$ cat config.mk
export PLATFORM = sky130hd
export DESIGN_NAME = result_gather
export DESIGN_NICKNAME = d
export VERILOG_FILES = /design/src/rtl/result_gather.sv
export SDC_FILE = /design/constraint.sdc
export NUM_CORES = 1
export LEC_CHECK = 0
export CORE_ASPECT_RATIO = 2
export CORE_MARGIN = 4
export CORE_UTILIZATION = 40
export CTS_BUF_LIST = sky130_fd_sc_hd__clkbuf_4 sky130_fd_sc_hd__clkbuf_8
export DETAILED_ROUTE_END_ITERATION = 10
export GPL_ROUTABILITY_DRIVEN = 0
export PLACE_DENSITY = 0.7
export SLEW_MARGIN = 40
export SYNTH_ARGS = -nofsm -noshare
export SYNTH_HDL_FRONTEND = slang
export SYNTH_SLANG_ARGS = --single-unit
$ cat constraint.sdc
create_clock -name clock -period 4.1 [get_ports clock]
set_clock_uncertainty 0.15 [all_clocks]
set_input_delay 0.82 -clock clock [delete_from_list [all_inputs] [get_ports clock]]
set_output_delay 0.82 -clock clock [all_outputs]
set_load 0.02 [all_outputs]
$ cat src/rtl/result_gather.sv
// Drains one result row from each of the 4 data-memory banks and streams the
// elements row-major on a valid/ready port, with a 2-entry skid FIFO behind the reads.
module result_gather #(
  parameter int N        = 4,
  parameter int RES_BASE = 24,
  parameter int AW       = 16,
  parameter int DW       = 16,
  parameter int CW       = (N > 1) ? $clog2(N) : 1
) (
  input  logic          clock,
  input  logic          reset_n,
  input  logic          start,
  output logic          busy,
  output logic [AW-1:0] mem_addr,
  input  logic [DW-1:0] dataout_a,
  input  logic [DW-1:0] dataout_b,
  input  logic [DW-1:0] dataout_c,
  input  logic [DW-1:0] dataout_d,
  output logic [DW-1:0] out_data,
  output logic [1:0]    out_row,
  output logic [CW-1:0] out_col,
  output logic          out_valid,
  input  logic          out_ready,
  output logic          done,
  output logic [1:0]    dbg_state
);

  // Output handshake: an element transfers on a rising edge where out_valid and
  // out_ready are both high; out_valid never drops and the element never changes
  // until that transfer happens.

  localparam int TOT = 4 * N;
  localparam int RCW = $clog2(TOT + 1);

  typedef enum logic [1:0] {
    S_IDLE = 2'd0,
    S_RUN  = 2'd1,
    S_DONE = 2'd2
  } state_e;

  state_e          state_q, state_d;
  logic [1:0]      irow_q, irow_d;
  logic [CW-1:0]   icol_q, icol_d;
  logic [RCW-1:0]  issued_q, issued_d;
  logic [RCW-1:0]  acc_q, acc_d;
  logic            inflight_q, inflight_d;
  logic [1:0]      inf_row_q, inf_row_d;
  logic [CW-1:0]   inf_col_q, inf_col_d;
  logic [DW-1:0]   fd_q [2];
  logic [DW-1:0]   fd_d [2];
  logic [1:0]      fr_q [2];
  logic [1:0]      fr_d [2];
  logic [CW-1:0]   fc_q [2];
  logic [CW-1:0]   fc_d [2];
  logic            wr_q, wr_d;
  logic            rd_q, rd_d;
  logic [1:0]      cnt_q, cnt_d;

  logic            pop;
  logic            issue;
  logic [2:0]      occ;
  logic [DW-1:0]   cap_data;

  always_comb begin
    cap_data = dataout_a;
    case (inf_row_q)
      2'd0:    cap_data = dataout_a;
      2'd1:    cap_data = dataout_b;
      2'd2:    cap_data = dataout_c;
      default: cap_data = dataout_d;
    endcase
  end

  always_comb begin
    state_d    = state_q;
    irow_d     = irow_q;
    icol_d     = icol_q;
    issued_d   = issued_q;
    acc_d      = acc_q;
    inf_row_d  = inf_row_q;
    inf_col_d  = inf_col_q;
    fd_d       = fd_q;
    fr_d       = fr_q;
    fc_d       = fc_q;
    wr_d       = wr_q;
    rd_d       = rd_q;

    pop = (cnt_q != 2'd0) && out_ready;
    // The slot freed by this cycle's pop counts as credit, otherwise the read
    // pipeline stalls every other cycle and 1 element/cycle is unreachable.
    occ   = {1'b0, cnt_q} + {2'b00, inflight_q} - {2'b00, pop};
    issue = (state_q == S_RUN) && (issued_q < RCW'(TOT)) && (occ < 3'd2);

    case (state_q)
      S_IDLE: begin
        if (start) begin
          state_d  = S_RUN;
          irow_d   = 2'd0;
          icol_d   = '0;
          issued_d = '0;
          acc_d    = '0;
        end
      end
      S_RUN: begin
        if (pop && (acc_q == RCW'(TOT - 1))) state_d = S_DONE;
      end
      default: state_d = S_IDLE;
    endcase

    inflight_d = issue;
    if (issue) begin
      inf_row_d = irow_q;
      inf_col_d = icol_q;
      issued_d  = issued_q + 1'b1;
      if (icol_q == CW'(N - 1)) begin
        icol_d = '0;
        irow_d = irow_q + 2'd1;
      end else begin
        icol_d = icol_q + 1'b1;
      end
    end

    if (inflight_q) begin
      fd_d[wr_q] = cap_data;
      fr_d[wr_q] = inf_row_q;
      fc_d[wr_q] = inf_col_q;
      wr_d       = ~wr_q;
    end
    if (pop) begin
      rd_d  = ~rd_q;
      acc_d = acc_q + 1'b1;
    end
    cnt_d = cnt_q + {1'b0, inflight_q} - {1'b0, pop};
  end

  always_ff @(posedge clock or negedge reset_n) begin
    if (!reset_n) begin
      state_q    <= S_IDLE;
      irow_q     <= 2'd0;
      icol_q     <= '0;
      issued_q   <= '0;
      acc_q      <= '0;
      inflight_q <= 1'b0;
      inf_row_q  <= 2'd0;
      inf_col_q  <= '0;
      fd_q       <= '{default: '0};
      fr_q       <= '{default: '0};
      fc_q       <= '{default: '0};
      wr_q       <= 1'b0;
      rd_q       <= 1'b0;
      cnt_q      <= 2'd0;
    end else begin
      state_q    <= state_d;
      irow_q     <= irow_d;
      icol_q     <= icol_d;
      issued_q   <= issued_d;
      acc_q      <= acc_d;
      inflight_q <= inflight_d;
      inf_row_q  <= inf_row_d;
      inf_col_q  <= inf_col_d;
      fd_q       <= fd_d;
      fr_q       <= fr_d;
      fc_q       <= fc_d;
      wr_q       <= wr_d;
      rd_q       <= rd_d;
      cnt_q      <= cnt_d;
    end
  end

  assign busy      = (state_q != S_IDLE);
  assign done      = (state_q == S_DONE);
  assign dbg_state = state_q;
  assign mem_addr  = AW'(RES_BASE) + AW'(icol_q);
  assign out_valid = (cnt_q != 2'd0);
  assign out_data  = out_valid ? fd_q[rd_q] : '0;
  assign out_row   = out_valid ? fr_q[rd_q] : 2'd0;
  assign out_col   = out_valid ? fc_q[rd_q] : '0;

endmodule

==> impl_metrics.json, run 1 <==
{
  "power_uw": 3810,
  "max_slew_margin": 0.559,
  "yosysSeqAreaShare": 0.467,
  "pre_cts_ws_ns": 0.349,
  "yosysWarnings": 0,
  "clk_path_buf_depth": 2,
  "status": "completed",
  "synth_area_um2": 3480,
  "critPathKind": "in -> reg",
  "synth-seq-cells": 65,
  "rows": 47,
  "post_cts_buffers": 0,
  "synth_edf_count": 0,
  "worst_slack_ns": 0.716,
  "wl_um": 8140,
  "grt_max_degree": 43,
  "fin_hold_ws_ns": 0.304,
  "wl_per_cell_um": 17.7,
  "dpl_cell_area_um2": 4440,
  "p_per_area_nw_per_um2": 812,
  "grt_use_total": 0.162,
  "ctsHoldBuffers": 0,
  "insertion_delay_ns": 0.35,
  "drt_iter0_markers": 159,
  "finalHoldViolCount": 0,
  "arrival_ns": 3.46,
  "setup_viol": 0,
  "numPortBuffers": 94,
  "die_area_um2": 10300,
  "hpwl_um": 6020,
  "peakVddDrop_v": 0.000389,
  "hp-class": "in -> async",
  "cts_made_buffers": 9,
  "drive_above_1_share": 0.221,
  "cts.sinks": 65,
  "seq_area_um2": 1630,
  "core_region_area_um2": 8410,
  "ant_nets": 0,
  "ys.flop_type": "dfrtp_1",
  "post-route-cell-area_um2": 4690,
  "diodes": 0,
  "chipHeight_um": 140,
  "final_nets": 431,
  "period_share": 0.825,
  "areaGrowthSynthToFinish_pct": 34.7,
  "fmax_ghz": 0.296,
  "antenna_found_initial": 0,
  "synth_largest_area_cell": "dfrtp_1",
  "first_global_vias": 2583,
  "final_max_slew_viol_count": 0,
  "fillers": 716,
  "crit_fanout": 7,
  "final_common_cell": "clkdlybuf4s50_1",
  "vias": 2447,
  "required_ns": 4.18,
  "synthArstFlopShare": 1.00,
  "path_clk_slew_ns": 0.07,
  "die_w_um": 74.0,
  "multi_input_area_um2": 1700,
  "cts_resized": 0,
  "max-cap-violations": 0,
  "cp-end-kind": "flip-flop",
  "leakagePower_uw": 0.00205,
  "setup_tns_ns": 0,
  "layout_common_cells": "clkdlybuf4s50_1, dfrtp_1, mux2_2, nor2_1, mux2i_1",
  "grt_first_pass_wirelength_um": 12700,
  "cts_tree": "done",
  "start_util": 0.414,
  "cts-root-buf": "clkbuf_8",
  "crit_start": "out_ready",
  "synth_area_leaders": "dfrtp_1, mux2_2, mux4_1",
  "synth_cell_types": 36,
  "drt-pass1-iter-count": 4,
  "ios": 109,
  "gr-total-overflow": 0,
  "syn_inst": 264,
  "startpoint_type": "input pin",
  "avgViaCountPerCell": 5.32,
  "worst_pin_slew_ns": 0.660,
  "avgSynthCellArea_um2": 13.2,
  "drc_errors": 0,
  "netlist.area_leader.share": 0.467,
  "period_minus_slack_ns": 3.38,
  "cts_htree_levels": 3,
  "reg2reg_from": "cnt_q[1]",
  "rsz0062_at_grt": "false"
}
critical path: stages:
cell             delay (ns)
clkdlybuf4s50_1        0.50
o21ai_1                0.19
mux2i_1                0.21
ha_1                   0.17
inv_1                  0.05
fa_1                   0.49
and4bb_1               0.31
nand2_1                0.21
inv_2                  0.17
mux2_2                 0.34
flip-flops by register name (all words and copies together), names as in the netlist, 2 cells and up:
signal,flops
fc_q,4
icol_q,2
fd_q,32
acc_q,5
inf_col_q,2
inf_row_q,2
fr_q,4
irow_q,2
cnt_q,2
dbg_state,2
issued_q,5
stage by stage:
step           instances   util
2_1_floorplan        276      -
3_3_place_gp         444  0.527
3_5_place_dp         444  0.528
4_1_cts              460  0.557
5_1_grt              460  0.558
6_report             460  0.558
Yosys cell counts (5+ instances only):
master    instances
nor2_1           25
nand2_1           9
mux4_1           10
mux2_2           46
buf_2             6
buf_4            14
dfrtp_1          65
clkbuf_1          6
mux4_2            6
nand3_1           7
ha_1              5
mux2i_1          25
metal layers:
metal | GRT usage | share of wire | routed length (µm) | vias to the layer above
met3 | 0.0387 | 0.051 | 417 | 13
met5 | 0 | 0 | 0 | -
li1 | - | - | - | 1108
met2 | 0.296 | 0.59 | 4790 | 63
met1 | 0.166 | 0.33 | 2730 | 1263
met4 | 0.0764 | 0.025 | 204 | 0
layout make-up:
class                           instances  share of cell area
Inverter                                5             0.00400
Clock buffer                           11              0.0310
Sequential cell                        65               0.347
Clock inverter                          5              0.0219
Tap cell                               98              0.0262
Multi-Input combinational cell        178               0.363
Timing Repair Buffer                   98               0.207
where the power goes:
part / leakage (µW) / internal, µW / total [µW] / switching [µW]
Sequential: 0.000782 / 958 / 1240 / 286
Combinational: 0.00115 / 1020 / 1890 / 864
Clock: 0.000123 / 426 / 673 / 247
Total: 0.00205 / 2410 / 3810 / 1400
path summary, 6_finish.rpt:
| path | endpoint | slack (ns) | cells past startpoint |
|---|---|---|---|
| max | inf_row_q[1] | 0.72 | 10 |
| min | fd_q[22] | 0.30 | 1 |
| max reg2reg | inf_row_q[1] | 1.22 | 9 |
| min reg2reg | acc_q[4] | 0.35 | 1 |
| max in group asynchronous | inf_row_q[1] | 2.75 | 2 |
| min in group clock | acc_q[4] | 0.35 | 1 |
cell families after synthesis:
group           count (synthesis)  synth area share
other cells                     2           0.00216
compound gates                 14            0.0284
buf+inv                        33            0.0597
fa+ha+maj                       6            0.0237
flops                          65             0.467
mux                            87             0.335
simple gates                   51            0.0687
xor+xnor                        6            0.0151
No activity file was read; power rests on OpenSTA's default activity.
==> inputs of run 2 (changes only) <==
--- a/config.mk
+++ b/config.mk
@@ -11,7 +11,7 @@
 export CTS_BUF_LIST = sky130_fd_sc_hd__clkbuf_4 sky130_fd_sc_hd__clkbuf_8
 export DETAILED_ROUTE_END_ITERATION = 10
 export GPL_ROUTABILITY_DRIVEN = 0
-export PLACE_DENSITY = 0.7
+export PLACE_DENSITY = 0.73
 export SLEW_MARGIN = 40
 export SYNTH_ARGS = -nofsm -noshare
 export SYNTH_HDL_FRONTEND = slang
==> constraint.sdc (replaced) <==
create_clock -name clock -period 2.8 [get_ports clock]
set_clock_uncertainty 0.15 [all_clocks]
set_input_delay 0.56 -clock clock [delete_from_list [all_inputs] [get_ports clock]]
set_output_delay 0.56 -clock clock [all_outputs]
set_load 0.02 [all_outputs]
==> impl_metrics.json, run 2 (synthesis gave the netlist of run 1 again) <==
{
  "rows": 47,
  "reg_top3": "fd_q: 32 flops, acc_q: 5 flops, issued_q: 5 flops",
  "crit_fanout": 21,
  "path_clk_slew_ns": 0.06,
  "wl_per_cell_um": 16.6,
  "hp-class": "in -> async",
  "multi_input_area_um2": 1690,
  "grt_max_degree": 28,
  "chipHeight_um": 140,
  "cts.sinks": 65,
  "period_share": 0.934,
  "drt_iter0_markers": 74,
  "max-cap-violations": 0,
  "clk_path_buf_depth": 2,
  "power_uw": 5460,
  "grt_use_total": 0.157,
  "insertion_delay_ns": 0.33,
  "ctsHoldBuffers": 0,
  "cts_made_buffers": 9,
  "period_minus_slack_ns": 2.62,
  "stdcell_count": 469,
  "hpwl_um": 5980,
  "crit_buf_inv": 2,
  "largest_reg_flops": 32,
  "p_per_area_nw_per_um2": 1160,
  "numPortBuffers": 94,
  "postLayoutCoreUtil": 0.560,
  "wl_um": 7790,
  "leakagePower_uw": 0.00209,
  "diodes": 0,
  "required_ns": 2.09,
  "setup_viol": 0,
  "final_common_cell": "clkdlybuf4s50_1",
  "areaGrowthSynthToFinish_pct": 35.3,
  "grt_first_pass_wirelength_um": 12500,
  "status": "completed",
  "max_slew_margin": 0.659,
  "core_region_area_um2": 8410,
  "crit_start": "cnt_q[1]",
  "critPathKind": "reg -> out",
  "top_register": "fd_q",
  "startpoint_type": "flip-flop",
  "cpLargestDelayFamily": "buffers and inverters",
  "cts_htree_levels": 3,
  "arrival_ns": 1.91,
  "ios": 109,
  "ant_nets": 0,
  "finalHoldViolCount": 0,
  "cts_resized": 0,
  "cts_tree": "done",
  "path_common_cell": "nor2_1",
  "slowest_delay_ns": 0.67,
  "cts-root-buf": "clkbuf_8",
  "reg2reg_from": "cnt_q[1]",
  "fillers": 737,
  "slowest_stage": "clkdlybuf4s50_1",
  "start_util": 0.414,
  "worst_pin_slew_ns": 0.512,
  "cp-end-kind": "output port",
  "antenna_found_initial": 0,
  "peakVddDrop_v": 0.000489,
  "avgViaCountPerCell": 5.21,
  "die_area_um2": 10300,
  "rsz0062_at_grt": "false",
  "first_global_vias": 2595,
  "seq_area_um2": 1630,
  "fmax_ghz": 0.382,
  "die_w_um": 74.0,
  "drive_above_1_share": 0.232,
  "vias": 2444,
  "final_nets": 441,
  "final_max_slew_viol_count": 0,
  "gr-total-overflow": 0,
  "path_cells": "nor2_1 -> buf_4 -> nor2_1 -> clkdlybuf4s50_1",
  "layout_common_cells": "clkdlybuf4s50_1, dfrtp_1, mux2_2, nor2_1, mux2i_1",
  "drc_errors": 0,
  "post_cts_buffers": 0,
  "drt-pass1-iter-count": 4,
  "dp_cells": 454
}
==> run 2: worst register-to-register path: cells and delay by family, from the launching register on <==
family | cells | cell delay, ns
AND/OR/NAND/NOR | 2 | 0.34
buffers and inverters | 2 | 0.20
flip-flops | 1 | 0.45
AO/OA/AOI/OAI | 1 | 0.19
multiplexers | 2 | 0.42
adder cells (fa/ha/maj) | 2 | 0.60
==> run 2: per-layer routing <==
| metal | up-vias | track usage | part of all wire |
|---|---|---|---|
| met4 | 0 | 0.0649 | 0.030 |
| li1 | 1142 | - | - |
| met1 | 1227 | 0.169 | 0.35 |
| met3 | 15 | 0.0395 | 0.043 |
| met2 | 60 | 0.282 | 0.57 |
| met5 | - | 0 | 0 |
==> run 2: through the flow <==
stage                     TNS, ns  hold slack [ns]  instance area (µm²)  worst slack [ns]
after global routing            0           0.0572                 4710            0.0471
final                           0           0.0434                 4710             0.185
after floorplan                 0            0.114                 3530             0.117
after CTS                       0           0.0375                 4700            0.0716
after detailed placement    -2.29            0.330                 4530            -0.268
after global placement      -1.82            0.323                 4530            -0.232
==> run 2: power breakdown <==
group	internal, µW	switching [µW]
clock	391	320
combinational	1650	1400
sequential	1400	297
==> run 2: cell type report <==
cell class / count / share of cell area
multi-input cells: 178 / 0.360
flip-flops and latches: 65 / 0.345
repair buffers: 108 / 0.228
clock buffers: 15 / 0.0372
well taps: 98 / 0.0260
inverters: 5 / 0.00399
==> run 2: final timing paths <==
path	to	slack, ns	cells past startpoint
min in group clock	issued_q[4]	0.34	2
hold reg to reg	issued_q[4]	0.34	2
max in group asynchronous	fd_q[28]	1.83	2
setup / recovery	out_data[12]	0.18	4
hold / removal	irow_q[0]	0.04	1
setup reg to reg	inf_col_q[0]	0.34	9
==> inputs of run 3 (changes only) <==
--- a/config.mk
+++ b/config.mk
@@ -6,11 +6,12 @@
 export NUM_CORES = 1
 export LEC_CHECK = 0
 export CORE_ASPECT_RATIO = 2
-export CORE_MARGIN = 4
+export CORE_MARGIN = 2
 export CORE_UTILIZATION = 40
 export CTS_BUF_LIST = sky130_fd_sc_hd__clkbuf_4 sky130_fd_sc_hd__clkbuf_8
 export DETAILED_ROUTE_END_ITERATION = 10
 export GPL_ROUTABILITY_DRIVEN = 0
+export MAX_ROUTING_LAYER = met4
 export PLACE_DENSITY = 0.73
 export SLEW_MARGIN = 40
 export SYNTH_ARGS = -nofsm -noshare
==> impl_metrics.json, run 3 (synthesis gave the netlist of run 1 again) <==
{
  "crit_fanout": 5,
  "avgViaCountPerCell": 5.19,
  "r2r_slack_ns": 0.32,
  "setup_viol": 0,
  "die_w_um": 70.0,
  "drt_iter0_markers": 87,
  "stdcell_count": 469,
  "dp_cells": 455,
  "top_register": "fd_q",
  "power_uw": 5380,
  "numPortBuffers": 94,
  "p_per_area_nw_per_um2": 1150,
  "cts.sinks": 65,
  "cts-root-buf": "clkbuf_8",
  "drt-pass1-iter-count": 4,
  "layout_common_cells": "clkdlybuf4s50_1, dfrtp_1, mux2_2, mux2i_1, nor2_1",
  "chipHeight_um": 136,
  "clkPwrFrac": 0.119,
  "grt_use_total": 0.172,
  "largest_reg_flops": 32,
  "peakVddDrop_v": 0.000492,
  "critPathKind": "in -> reg",
  "postLayoutCoreUtil": 0.549,
  "core_region_area_um2": 8530,
  "pwr-share-seq": 0.320,
  "ant_nets": 0,
  "cpLargestDelayFamily": "buffers and inverters",
  "sw_frac_of_total": 0.377,
  "crit_buf_inv": 3,
  "areaGrowthSynthToFinish_pct": 34.5,
  "slowest_delay_ns": 0.50,
  "status": "completed",
  "crit_cells": 10,
  "grt_first_pass_wirelength_um": 12400,
  "arrival_ns": 2.78,
  "worst_pin_slew_ns": 0.647,
  "drc_errors": 0,
  "slowest_stage": "clkdlybuf4s50_1",
  "rows": 48,
  "rsz0062_at_grt": "false",
  "first_global_vias": 2512,
  "cts_htree_levels": 3,
  "r2r_cells": 10,
  "startpoint_type": "input pin",
  "pre_cts_ws_ns": -0.282,
  "cts_made_buffers": 9,
  "period_share": 0.969,
  "drive_above_1_share": 0.233,
  "reg_top3": "fd_q: 32 flops, acc_q: 5 flops, issued_q: 5 flops",
  "diodes": 0,
  "fin_hold_ws_ns": 0.102,
  "post_cts_buffers": 0,
  "p_int_uw": 3350,
  "fmax_ghz": 0.369,
  "wl_per_cell_um": 16.3,
  "vias": 2436,
  "final_max_slew_viol_count": 0,
  "hp-class": "in -> async",
  "cp-end-kind": "flip-flop",
  "cts_tree": "done",
  "worst_slack_ns": 0.0880,
  "max-cap-violations": 0,
  "p_comb_frac": 0.561,
  "clk_path_buf_depth": 2,
  "hpwl_um": 5830,
  "start_util": 0.408,
  "gr-total-overflow": 0,
  "reg2reg_from": "cnt_q[1]",
  "period_minus_slack_ns": 2.71,
  "max_slew_margin": 0.569,
  "leakagePower_uw": 0.00206,
  "insertion_delay_ns": 0.33,
  "finalHoldViolCount": 0,
  "ios": 109,
  "die_area_um2": 9510,
  "grt_max_degree": 39,
  "final_nets": 440,
  "path_cells": "clkdlybuf4s50_1 -> o21ai_1 -> mux2i_1 -> ha_1 -> inv_1 -> fa_1 -> and4bb_1 -> buf_4 -> a21oi_1 -> mux2_2",
  "antenna_found_initial": 0,
  "path_clk_slew_ns": 0.06,
  "final_common_cell": "clkdlybuf4s50_1",
  "switchingPower_uw": 2030,
  "wl_um": 7660,
  "crit_start": "out_ready",
  "required_ns": 2.87
}
[run 3: stage by stage]
stage / setup TNS (ns) / cell area, µm²
after floorplan: 0 / 3530
after global routing: 0 / 4680
final: 0 / 4680
after CTS: 0 / 4680
after detailed placement: -2.51 / 4530
after global placement: -1.87 / 4530
[run 3: path summary, 6_finish.rpt]
check | endpoint
setup / recovery | issued_q[0]
hold / removal | acc_q[3]
setup reg to reg | issued_q[0]
hold reg to reg | acc_q[4]
max in group asynchronous | fd_q[22]
min in group clock | acc_q[4]
[run 3: power groups by stage]
stage	clock, µW	sequential, µW	combinational (µW)
6_report	637	1720	3020
5_1_grt	709	1790	3260
4_1_cts	660	1730	3050
3_5_place_dp	0	1740	3050
3_3_place_gp	0	1710	2960
2_1_floorplan	0	1640	1990
[run 3: what timing repair did]
action / in CTS / in global routing
hold buffers: 0 / 0
setup endpoints to repair: 0 / 5
resized for setup: 0 / 1
endpoints found under the hold margin: 0 / 0
[run 3: metal layers]
layer  wire length [µm]  up-vias  track usage
met5                  0        -            -
met4                144        0       0.0694
met3                282       12       0.0371
met2               4480       65        0.322
met1               2760     1232        0.169
li1                   -     1127            -
[run 3: worst reg2reg max path: stages (launching register included)]
cell	delay [ns]
dfrtp_1	0.46
o21ai_1	0.20
mux2i_1	0.10
ha_1	0.19
inv_1	0.06
fa_1	0.42
and4bb_1	0.23
nand2_2	0.10
inv_2	0.06
buf_4	0.14
mux2_2	0.25
[run 3: area by class of cell]
| type | count | area (µm²) |
|---|---|---|
| multi-input combinational | 178 | 1700 |
| clock buffer | 10 | 131 |
| fill | 750 | 3850 |
| inverter | 5 | 18.8 |
| clock inverter | 4 | 22.5 |
| timing repair buffer | 107 | 1060 |
| sequential | 65 | 1630 |
| tap | 100 | 125 |
==> patch, RTL diff (settings of run 2) <==
Make the reset (`reset_n`) synchronous in one clocked block.
--- a/src/rtl/result_gather.sv
+++ b/src/rtl/result_gather.sv
@@ -133,7 +133,7 @@
     cnt_d = cnt_q + {1'b0, inflight_q} - {1'b0, pop};
   end
 
-  always_ff @(posedge clock or negedge reset_n) begin
+  always_ff @(posedge clock) begin
     if (!reset_n) begin
       state_q    <= S_IDLE;
       irow_q     <= 2'd0;
Behaviour: differs if reset_n is asserted again (counterexample within 4 cycles, from zero or initial values and one cycle with reset_n low); with reset_n held inactive, the same outputs for 10 cycles.
==> patch against run 2 <==
  * Utilization rose by 2.3 points
  * Final area is 5.3% lower
  * Wire length increased by 9.7%
  * Critical path depth is 1 higher
  * Synthesized area shrank 8.9%
  * Register-to-register slack got worse by 0.09 ns
  * Setup slack got worse by 0.016 ns
  * Sequential cell count unchanged
  * Non-clock buffer count up 2
  * Highest routed layer unchanged
Power is not compared: it rests on default switching activity, and its combinational part moved more than twofold at a synthesized area within 25%.
==> patch: results <==
{
  "timing.hold.worst.class": "reg -> reg",
  "asyncSetResetFlopFracSynth_pct": 0,
  "cts.reportedPaths.clkPinSlew_ns": 0.07,
  "critical_path.max_fanout": 21,
  "timing.critical_path.arrival_ns": 1.92,
  "antenna_violations_before_repair": 0,
  "leading_cell_types_by_total_area_after_synthesis": "sky130_fd_sc_hd__dfxtp_1 41%, sky130_fd_sc_hd__mux4_2 11%, sky130_fd_sc_hd__mux2i_1 6.9%",
  "route.final.wire_length_um": 8550,
  "largest_registers": "fd_q: 32 flops, acc_q: 5 flops, issued_q: 5 flops",
  "first_pass_detailed_route_iteration_total": 4,
  "ctsLongestPathBuffers": 2,
  "grt_max_degree": 23,
  "wire_per_inst_um": 15.9,
  "total_number_of_yosys_warnings": 0,
  "cts_root_buffer": "sky130_fd_sc_hd__clkbuf_8",
  "dpl_cell_area_um2": 4180,
  "clock_latency_ns": 0.34,
  "outcome": "finished, final reports clean",
  "dp_slack_ns": -0.305,
  "p_sw_share_pct": 31.5,
  "filler_cell_count": 691,
  "worst_pin_slew_ns": 0.817,
  "cell_area_power_density_nw_per_um2": 664,
  "via_cell_ratio": 5.23,
  "vdd.ir_drop.worst_mv": 0.502,
  "placement.io_buffers": 94,
  "dp.cells": 519,
  "synth_cells": 342,
  "power_frac_comb_pct": 31.7,
  "globalRouteTotalUtil_pct": 18.1,
  "global_route_wire_length_before_repair_um": 13500,
  "max_stage_delay_ns": 0.63,
  "drt_first_iter_violations": 150,
  "antenna_cells_inserted": 0,
  "yosys-top-cells-count": "65 x sky130_fd_sc_hd__dfxtp_1, 56 x sky130_fd_sc_hd__nand2_1, 37 x sky130_fd_sc_hd__a21oi_1, 37 x sky130_fd_sc_hd__nor2_1, 22 x sky130_fd_sc_hd__mux2i_1",
  "detailed_place_hpwl_um": 6210,
  "layout.nets": 513,
  "first_global_vias": 2814,
  "synth.yosys.seq_area_share_pct": 41.0,
  "num_cts_buffers": 9,
  "ys.flop_type": "sky130_fd_sc_hd__dfxtp_1",
  "layout-drive-gt1-share_pct": 12.9,
  "power_sequential_uw": 1110,
  "slowest_stage": "sky130_fd_sc_hd__clkdlybuf4s50_1",
  "power.static_leakage_uw": 0.00160,
  "htree_levels": 3,
  "setup_total_negative_slack_ns": 0,
  "synthDistinctLibCells": 40
}
-- patch: final cells by class --
class | count | area, um2 | share of cell area (%)
multi-input cells | 246 | 1710 | 38.3
flip-flops and latches | 65 | 1300 | 29.2
repair buffers | 110 | 1080 | 24.1
clock buffers | 13 | 173 | 3.87
well taps | 94 | 118 | 2.64
clock inverters | 2 | 60.1 | 1.35
inverters | 7 | 26.3 | 0.589
-- patch: per-layer routing --
| layer | vias to the layer above | global-route usage [%] | share of wire, % | routed length, um |
|---|---|---|---|---|
| li1 | 1367 | - | - | - |
| met1 | 1345 | 18.5 | 36 | 3090 |
| met2 | 80 | 34.4 | 57 | 4910 |
| met3 | 16 | 3.60 | 4.1 | 352 |
| met4 | 0 | 7.85 | 2.3 | 195 |
| met5 | - | 0 | 0 | 0 |
-- patch: path summary, 6_finish.rpt --
check	start	endpoint	slack (ns)	cells past startpoint
max	cnt_q[1]	out_col[1]	0.17	5
min	fd_q[16]	fd_q[16]	0.30	2
max reg2reg	cnt_q[0]	irow_q[1]	0.25	9
min reg2reg	fd_q[16]	fd_q[16]	0.30	2
-- patch: worst max-delay path: cells and delay by family (launching register included) --
family | cells | cell delay [ns]
buffers and inverters | 3 | 1.00
and+or+nand+nor | 2 | 0.24
DFF | 1 | 0.34
-- patch: cells by family after synthesis --
family,count (synthesis),synth area share [%]
other cells,2,0.237
simple gates,115,15.5
mux,38,18.3
compound gates,70,14.0
fa+ha+maj,6,2.60
xor+xnor,2,0.552
flops,65,41.0
buf+inv,44,7.73
-- patch: what timing repair did --
| item | in CTS | in global routing |
|---|---|---|
| cloned | 0 | 1 |
| setup buffers | 0 | 2 |
| hold endpoints to repair | 0 | 0 |
| resized for setup | 1 | 7 |
| pin swaps | 0 | 2 |
| setup endpoints to repair | 1 | 10 |
